==> config.mk <==
export PLATFORM = sky130hd
export DESIGN_NAME = player_tank_state
export DESIGN_NICKNAME = d
export VERILOG_FILES = /design/src/rtl/player_tank_state.sv
export SDC_FILE = /design/constraint.sdc
export NUM_CORES = 1
export LEC_CHECK = 0
export ABC_AREA = 1
export BUFFER_PORTS_ARGS = -buffer_cell sky130_fd_sc_hd__buf_2
export CORE_ASPECT_RATIO = 2
export CORE_MARGIN = 2
export CORE_UTILIZATION = 38
export DETAILED_ROUTE_END_ITERATION = 16
export PLACE_DENSITY = 0.68
export SYNTH_ARGS = -nofsm -noshare
export SYNTH_HDL_FRONTEND = slang
export SYNTH_SLANG_ARGS = --single-unit
==> constraint.sdc <==
create_clock -name clk -period 4.3 [get_ports clk]
set_input_delay 1.075 -clock clk [delete_from_list [all_inputs] [get_ports clk]]
set_output_delay 1.075 -clock clk [all_outputs]
set_load 0.05 [all_outputs]
==> src/rtl/player_tank_state.sv <==
// Registered per-player tank state: commits position/facing per frame, owns fire cooldown,
// the bullet-spawn request handshake and the alive/dying/respawn/dead lifecycle.
module player_tank_state #(
  parameter int SPAWN_X       = 320,
  parameter int SPAWN_Y       = 400,
  parameter int X_MAX         = 624,
  parameter int Y_MAX         = 464,
  parameter int TANK_SIZE     = 16,
  parameter int FIRE_COOLDOWN = 30,
  parameter int DIE_FRAMES    = 32,
  parameter int INVULN_FRAMES = 60,
  parameter int LIVES_INIT    = 3
) (
  input  logic       clk,
  input  logic       rst,
  input  logic       frame_tick,
  input  logic       move_req,
  input  logic [1:0] dir_in,
  input  logic [9:0] next_x,
  input  logic [9:0] next_y,
  input  logic       fire,
  input  logic       blocked,
  input  logic       hit,
  input  logic       bullet_ack,
  output logic [9:0] pos_x,
  output logic [9:0] pos_y,
  output logic [1:0] dir,
  output logic [1:0] state,
  output logic [1:0] lives,
  output logic       bullet_req,
  output logic [9:0] bullet_x,
  output logic [9:0] bullet_y,
  output logic [1:0] bullet_dir
);

  localparam logic [1:0] ST_DEAD    = 2'b00;
  localparam logic [1:0] ST_ALIVE   = 2'b01;
  localparam logic [1:0] ST_DYING   = 2'b10;
  localparam logic [1:0] ST_RESPAWN = 2'b11;

  localparam logic [1:0] DIR_UP    = 2'b00;
  localparam logic [1:0] DIR_DOWN  = 2'b01;
  localparam logic [1:0] DIR_LEFT  = 2'b10;
  localparam logic [1:0] DIR_RIGHT = 2'b11;

  localparam logic [9:0] XMAX    = 10'(X_MAX);
  localparam logic [9:0] YMAX    = 10'(Y_MAX);
  localparam logic [9:0] SX      = 10'(SPAWN_X);
  localparam logic [9:0] SY      = 10'(SPAWN_Y);
  localparam logic [9:0] HALF    = 10'(TANK_SIZE / 2);
  localparam logic [7:0] CD_LOAD = 8'(FIRE_COOLDOWN);
  localparam logic [7:0] DIE_END = 8'(DIE_FRAMES - 1);
  localparam logic [7:0] INV_END = 8'(INVULN_FRAMES - 1);

  logic [7:0] cooldown;
  logic [7:0] cd_next;
  logic [7:0] frame_cnt;
  logic [9:0] clamp_x;
  logic [9:0] clamp_y;
  logic       can_act;
  logic       fire_ok;

  // Out-of-range values wrap through zero, so the direction tells underflow from overflow.
  always_comb begin
    clamp_x = next_x;
    clamp_y = next_y;
    if (next_x > XMAX) begin
      if (dir_in == DIR_LEFT)  clamp_x = '0;
      if (dir_in == DIR_RIGHT) clamp_x = XMAX;
    end
    if (next_y > YMAX) begin
      if (dir_in == DIR_UP)   clamp_y = '0;
      if (dir_in == DIR_DOWN) clamp_y = YMAX;
    end
  end

  // Fire is judged on the post-decrement cooldown so shots land FIRE_COOLDOWN frames apart.
  assign cd_next = (cooldown != '0) ? cooldown - 8'd1 : '0;
  assign can_act = ((state == ST_ALIVE) && !hit) || (state == ST_RESPAWN);
  assign fire_ok = frame_tick && can_act && fire && (cd_next == '0) && !bullet_req;

  always_ff @(posedge clk or posedge rst) begin
    if (rst) begin
      pos_x      <= SX;
      pos_y      <= SY;
      dir        <= DIR_UP;
      state      <= ST_ALIVE;
      lives      <= 2'(LIVES_INIT);
      bullet_req <= 1'b0;
      bullet_x   <= '0;
      bullet_y   <= '0;
      bullet_dir <= '0;
      cooldown   <= '0;
      frame_cnt  <= '0;
    end else begin
      if (bullet_req && bullet_ack) bullet_req <= 1'b0;
      if (fire_ok) begin
        bullet_req <= 1'b1;
        bullet_x   <= pos_x + HALF;
        bullet_y   <= pos_y + HALF;
        bullet_dir <= dir;
      end

      if (frame_tick && (state != ST_DEAD)) cooldown <= fire_ok ? CD_LOAD : cd_next;

      if (frame_tick && can_act && move_req) begin
        dir <= dir_in;
        if (!blocked) begin
          pos_x <= clamp_x;
          pos_y <= clamp_y;
        end
      end

      case (state)
        ST_ALIVE: begin
          if (hit) begin
            state     <= ST_DYING;
            lives     <= (lives == 2'd0) ? 2'd0 : lives - 2'd1;
            frame_cnt <= '0;
          end
        end
        ST_DYING: begin
          if (frame_tick) begin
            if (frame_cnt == DIE_END) begin
              frame_cnt <= '0;
              if (lives == 2'd0) begin
                state <= ST_DEAD;
              end else begin
                state    <= ST_RESPAWN;
                pos_x    <= SX;
                pos_y    <= SY;
                dir      <= DIR_UP;
                cooldown <= '0;
              end
            end else begin
              frame_cnt <= frame_cnt + 8'd1;
            end
          end
        end
        ST_RESPAWN: begin
          if (frame_tick) begin
            if (frame_cnt == INV_END) begin
              frame_cnt <= '0;
              state     <= ST_ALIVE;
            end else begin
              frame_cnt <= frame_cnt + 8'd1;
            end
          end
        end
        default: ;
      endcase
    end
  end

endmodule
# ---- Word-level counts from Yosys, hierarchy flattened
# Cells that the tools add are included.
dict set report totals {
  regBits 65
  out_inout_bits 49
  elab_cells 98
}
dict set report op_classes {
  n_addsub 5
  magnitude_cmp 2
  eq_ne 13
  muxes 46
  reduce_logical 21
}
# cell count
set op_table {}
lappend op_table {{2-to-1 mux 10 bit} 18}
lappend op_table {{2-to-1 mux 8 bit} 12}
lappend op_table {{2-to-1 mux 2 bit} 12}
lappend op_table {{case mux 8 bit (3 select lines)} 1}
lappend op_table {{adder 10 x 4 -> 10 bit (second input constant)} 2}
lappend op_table {{> comparator 10 bit (second input constant)} 1}
lappend op_table {{> comparator 10 x 9 -> 1 bit (second input constant)} 1}
lappend op_table {{adder 8 x 1 -> 8 bit (second input constant)} 1}
lappend op_table {{== test 2 bit (second input constant)} 4}
lappend op_table {{== test 8 x 5 -> 1 bit (second input constant)} 1}
lappend op_table {{== test 8 x 6 -> 1 bit (second input constant)} 1}
lappend op_table {{logical AND 1 bit} 8}
lappend op_table {{zero test 8 bit} 1}
lappend op_table {{inequality test 2 bit (second input constant)} 4}
lappend op_table {{nonzero test 8 bit} 1}
lappend op_table {{subtractor 8 x 1 -> 8 bit (second input constant)} 1}
lappend op_table {{case mux 2 bit (3 select lines)} 1}
lappend op_table {{AND reduction 6 bit} 1}
lappend op_table {{== test 2 x 1 -> 1 bit (second input constant)} 2}
lappend op_table {{zero test 2 bit} 2}
lappend op_table {{AND reduction 4 bit} 1}
lappend op_table {{nonzero test 2 bit} 2}
lappend op_table {{nonzero test 3 bit} 1}
lappend op_table {{zero test 1 bit} 2}
lappend op_table {{other kinds (5)} 6}

# ---- Depth between registers and ports, before layout
dict set report logic_depth {
  word_depth 13
  mapped_depth 13
  depth_no_buf 11
}

# ---- Worst setup path before layout
# No wires, ideal clock.
dict set report synth_path {
  path_kind {input to register}
  from {input hit}
  to {register bullet_dir[1]}
  setup_ns 0.119
  arrival_time_ns 1.980
  slack_ns 2.200
  path_stages 9
  cell_sequence {nand3_2 nand3_1 nor2_1 nand3_2 nor2_4 nand3_4 buf_4 nand2_1 nand2_1}
}
dict set report synth_between {
  elab_chain_cells 7
}
# item line
set synth_rtl {}
lappend synth_rtl {{start: declaration} 23} ;# input logic hit,
lappend synth_rtl {{zero test 1 bit} 79} ;# assign can_act = ((state == ST_ALIVE) && !hit) || (state == ST_RESPAWN);
lappend synth_rtl {{logical AND 1 bit} 79}
lappend synth_rtl {{logical OR 1 bit} 79}
lappend synth_rtl {{logical AND 1 bit (4 in series)} 80} ;# assign fire_ok = frame_tick && can_act && fire && (cd_next == '0) && !bullet_req;
lappend synth_rtl {{end signal: assignment} 101} ;# bullet_dir <= dir;
lappend synth_rtl {{end: declaration} 33} ;# output logic [1:0] bullet_dir
# No other way between the ends.
# A chain may end at the register's enable or synchronous reset.

# ---- Worst setup path in the final report
dict set report layout_path {
  from {register cooldown[0]}
  to {register bullet_x[4]}
}
dict set report layout_between {
  elab_chain_cells 5
}
# item line
set layout_rtl {}
lappend layout_rtl {{start: declaration} 55} ;# logic [7:0] cooldown;
lappend layout_rtl {{start signal: assignment} 104} ;# if (frame_tick && (state != ST_DEAD)) cooldown <= fire_ok ? CD_LOAD : cd_next;
lappend layout_rtl {{subtractor 8 x 1 -> 8 bit or nonzero test 8 bit (tied branches)} 78} ;# assign cd_next = (cooldown != '0) ? cooldown - 8'd1 : '0;
lappend layout_rtl {{2-to-1 mux 8 bit *} 78}
lappend layout_rtl {{zero test 8 bit *} 80}
lappend layout_rtl {{logical AND 1 bit * (2 in series)} 80}
lappend layout_rtl {{end signal: assignment} 99} ;# bullet_x <= pos_x + HALF;
lappend layout_rtl {{end: declaration} 31} ;# output logic [9:0] bullet_x,
# Mark *: on every way between the ends. The rest lies on a longest branch, timed or not.

==> flow_summary.toml <==
[synth]
ys_seq_elements = 65
ys_seq_area_frac = 0.4727
synth_cells = 439
synth_nets = 474
async_flop_share = 1.000
synth_top_area_frac = 0.4120
synthFlopType = "dfrtp_1"
synth_top_cell_by_area = "dfrtp_1"
synth_top_family_by_area = "simple AND/OR/NAND/NOR gates"
avgSynthCellArea_um2 = 7.886
yosysMostFrequentCell = "nand2_1"
ys_top_cells_by_area = "dfrtp_1, nand2_1, dfstp_2"
synth-edff-count = 0
synth-xor-area-share = 0.02530
synthMuxAreaShare = 0.003253
synth_cell_types = 33
synthAdderAreaFrac = 0.01807
synthSimpleGateAreaFrac = 0.3047
synth_top_cells_by_count = "nand2_1, dfrtp_1, inv_1"
synth_compound_area_frac = 0.09722
mappedNetlistArea_um2 = 3462
yosysWarnings = 0

[floorplanning]
io_pins = 79
die_y_um = 139.0
rows = 49
die_w_um = 71.50
dieArea_um2 = 9937
core-area_um2 = 8951
start_util = 0.3868

[worst_setup_path]
path_class = "reg2reg"
r2r_start = "cooldown[0]$_DFF_PP0_"
critPathArrivalTime_ps = 2830
path_max_fanout = 27
reg2reg_depth = 11
crit_path_end_kind = "flop"
required_ps = 4520
r2r-end = "bullet_x[4]$_DFFE_PP0P_"
rrSetupSlack_ps = 1690
cp-start-kind = "flop"

[sta]
rsz0062_at_grt = "no"
setup-tns-final_ps = 0
fin_worst_skew_ps = 5.233
fmax_ghz = 0.3835
slew_violations = 0
min_period_ps = 2608
tightest_slew_ps = 1026
max-slew-margin-rel = 0.3151
fin_crit_sh = 0.6065
setup_viol = 0
hold_viol_final = 0
finalWorstSetupSlack_ps = 1692

[clock_tree]
cts_resized = 0
clock_latency_ps = 330
cts.path.max_buffers = 2
hold_buffers = 0
clkSinkCount = 65
htree_levels = 3
cts_tree = "done"
cts_setup_buffers = 0
root_buffer = "clkbuf_16"
cts-buffers-inserted = 9
clkSlewWorstSetupHoldPaths_ps = 60

[placement]
post-place-ws_ps = 1469
portBuffers = 78
dpl_cell_area_um2 = 3910
place_hpwl_um = 7017
gp_congestion = 0.8749

[global_route]
grt_max_degree = 51
grt_pass1_vias = 3162
grt_overflow = 0
antenna_found_initial = 0
gr-usage-all-layers = 0.1900
grt_pass1_wl_um = 14840

[detailed_routing]
drc = 0
drt-pass1-iter-count = 4
wl_per_cell_um = 14.55
ant_nets = 0
totalWireLength_um = 9067
vias = 3270
via_per_inst = 5.249
drt_iter0_drc = 207

[power]
p_sw_frac = 0.4588
pwr-share-seq = 0.344
p_leak_uw = 0.002278
p_comb_frac = 0.403
p_switching_uw = 1328
power.total_uw = 2895
ir_drop_mv = 0.3016
p_per_area_nw_per_um2 = 686.7
clockPowerShare = 0.253
p_int_uw = 1567

[worst_hold_path]
hold_depth = 2
min-delay-start = "bullet_x[2]$_DFFE_PP0P_"
hp-class = "reg2reg"
hold-path-endpoint = "bullet_x[2]$_DFFE_PP0P_"

[layout]
fin_nets = 551
drive_above_1_share = 0.2418
syn_to_final_growth_pct = 21.76
antenna_cells = 0
nFillCells = 894
final_area_um2 = 4215

[run_status]
status = "completed"

[job]
cap_violations = 0
[power groups by stage]
stage          combinational [uW]  sequential [uW]  clock, uW
2_1_floorplan                 511             1350          0
4_1_cts                      1170              994        744
3_3_place_gp                 1140             1000          0
5_1_grt                      1270             1020        775
6_report                     1170              995        732
3_5_place_dp                 1160             1000          0
[cells by family (layout without fill, tap and decap cells)]
group                    count (synthesis)  in the layout
adder cells (fa/ha/maj)                  5              5
buffers and inverters                   65            147
multiplexers                             1              1
XOR/XNOR                                10             10
AND/OR/NAND/NOR                        232            232
flip-flops                              65             65
AO/OA/AOI/OAI                           61             61
[state kept, by name (all words and copies together), names as in the netlist]
| name | cells |
|---|---|
| lives | 2 |
| bullet_x | 10 |
| bullet_req | 1 |
| bullet_dir | 2 |
| state | 2 |
| bullet_y | 10 |
| cooldown | 8 |
| pos_x | 10 |
| frame_cnt | 8 |
| pos_y | 10 |
| dir | 2 |
[cells in the final DEF, fill, tap and decap left out, types with 4 or more instances in the layout]
cell type,n
nand2_1,127
buf_2,78
dfrtp_1,57
inv_1,43
nand3_1,32
nor2_1,29
nand4_1,28
o21ai_0,21
a21oi_1,21
xor2_1,10
clkbuf_16,9
inv_2,8
dfstp_2,8
o21ai_1,7
nor3_1,5
ha_1,5
a31oi_1,4
a21oi_2,4
[worst max path at each step]
stage,end,slack [ps],cells past startpoint,startpoint
6_report,bullet_x[4]$_DFFE_PP0P_,1690,11,cooldown[0]$_DFF_PP0_
5_1_grt,bullet_x[9]$_DFFE_PP0P_,1470,11,cooldown[0]$_DFF_PP0_
4_1_cts,bullet_x[4]$_DFFE_PP0P_,1720,11,cooldown[0]$_DFF_PP0_
3_5_place_dp,bullet_x[4]$_DFFE_PP0P_,1470,9,hit
3_3_place_gp,bullet_y[1]$_DFFE_PP0P_,1480,9,hit
2_1_floorplan,bullet_dir[0]$_DFFE_PP0P_,1610,1,rst
[through the flow]
| stage | util | instances | hold slack, ps |
|---|---|---|---|
| 4_1_cts | 0.4709 | 623 | 471.9 |
| 6_report | 0.4709 | 623 | 463.1 |
| 2_1_floorplan | - | 439 | 518.6 |
| 3_5_place_dp | 0.4368 | 607 | 457.5 |
| 3_3_place_gp | 0.4368 | 607 | 454.7 |
| 5_1_grt | 0.4709 | 623 | 494.4 |
[per-layer routing]
| metal | track usage | wire [um] | up-vias |
|---|---|---|---|
| li1 | - | - | 1601 |
| met4 | 0.09633 | 223 | 0 |
| met1 | 0.2078 | 3433 | 1560 |
| met3 | 0.03779 | 369 | 14 |
| met2 | 0.3372 | 5041 | 95 |
| met5 | 0 | 0 | - |
[cell type report]
class	instances	area, um2	share of cell area
flip-flops and latches	65	1637	0.3882
multi-input cells	309	1553	0.3684
repair buffers	79	397.9	0.09439
clock buffers	9	225.2	0.05343
inverters	52	195.2	0.04630
well taps	102	127.6	0.03028
clock inverters	7	80.08	0.01900
[critical path, stage by stage, from the launching register on]
cell     delay (ps)
dfrtp_1         370
inv_2           120
ha_1            190
nand2_1          70
nor2_2          120
nand2_1         250
nand2_1         170
nand3_2         110
nor2_4          440
nand3_4         410
nand2_1         160
nand2_1          60
(Power assumes the default switching activity.)
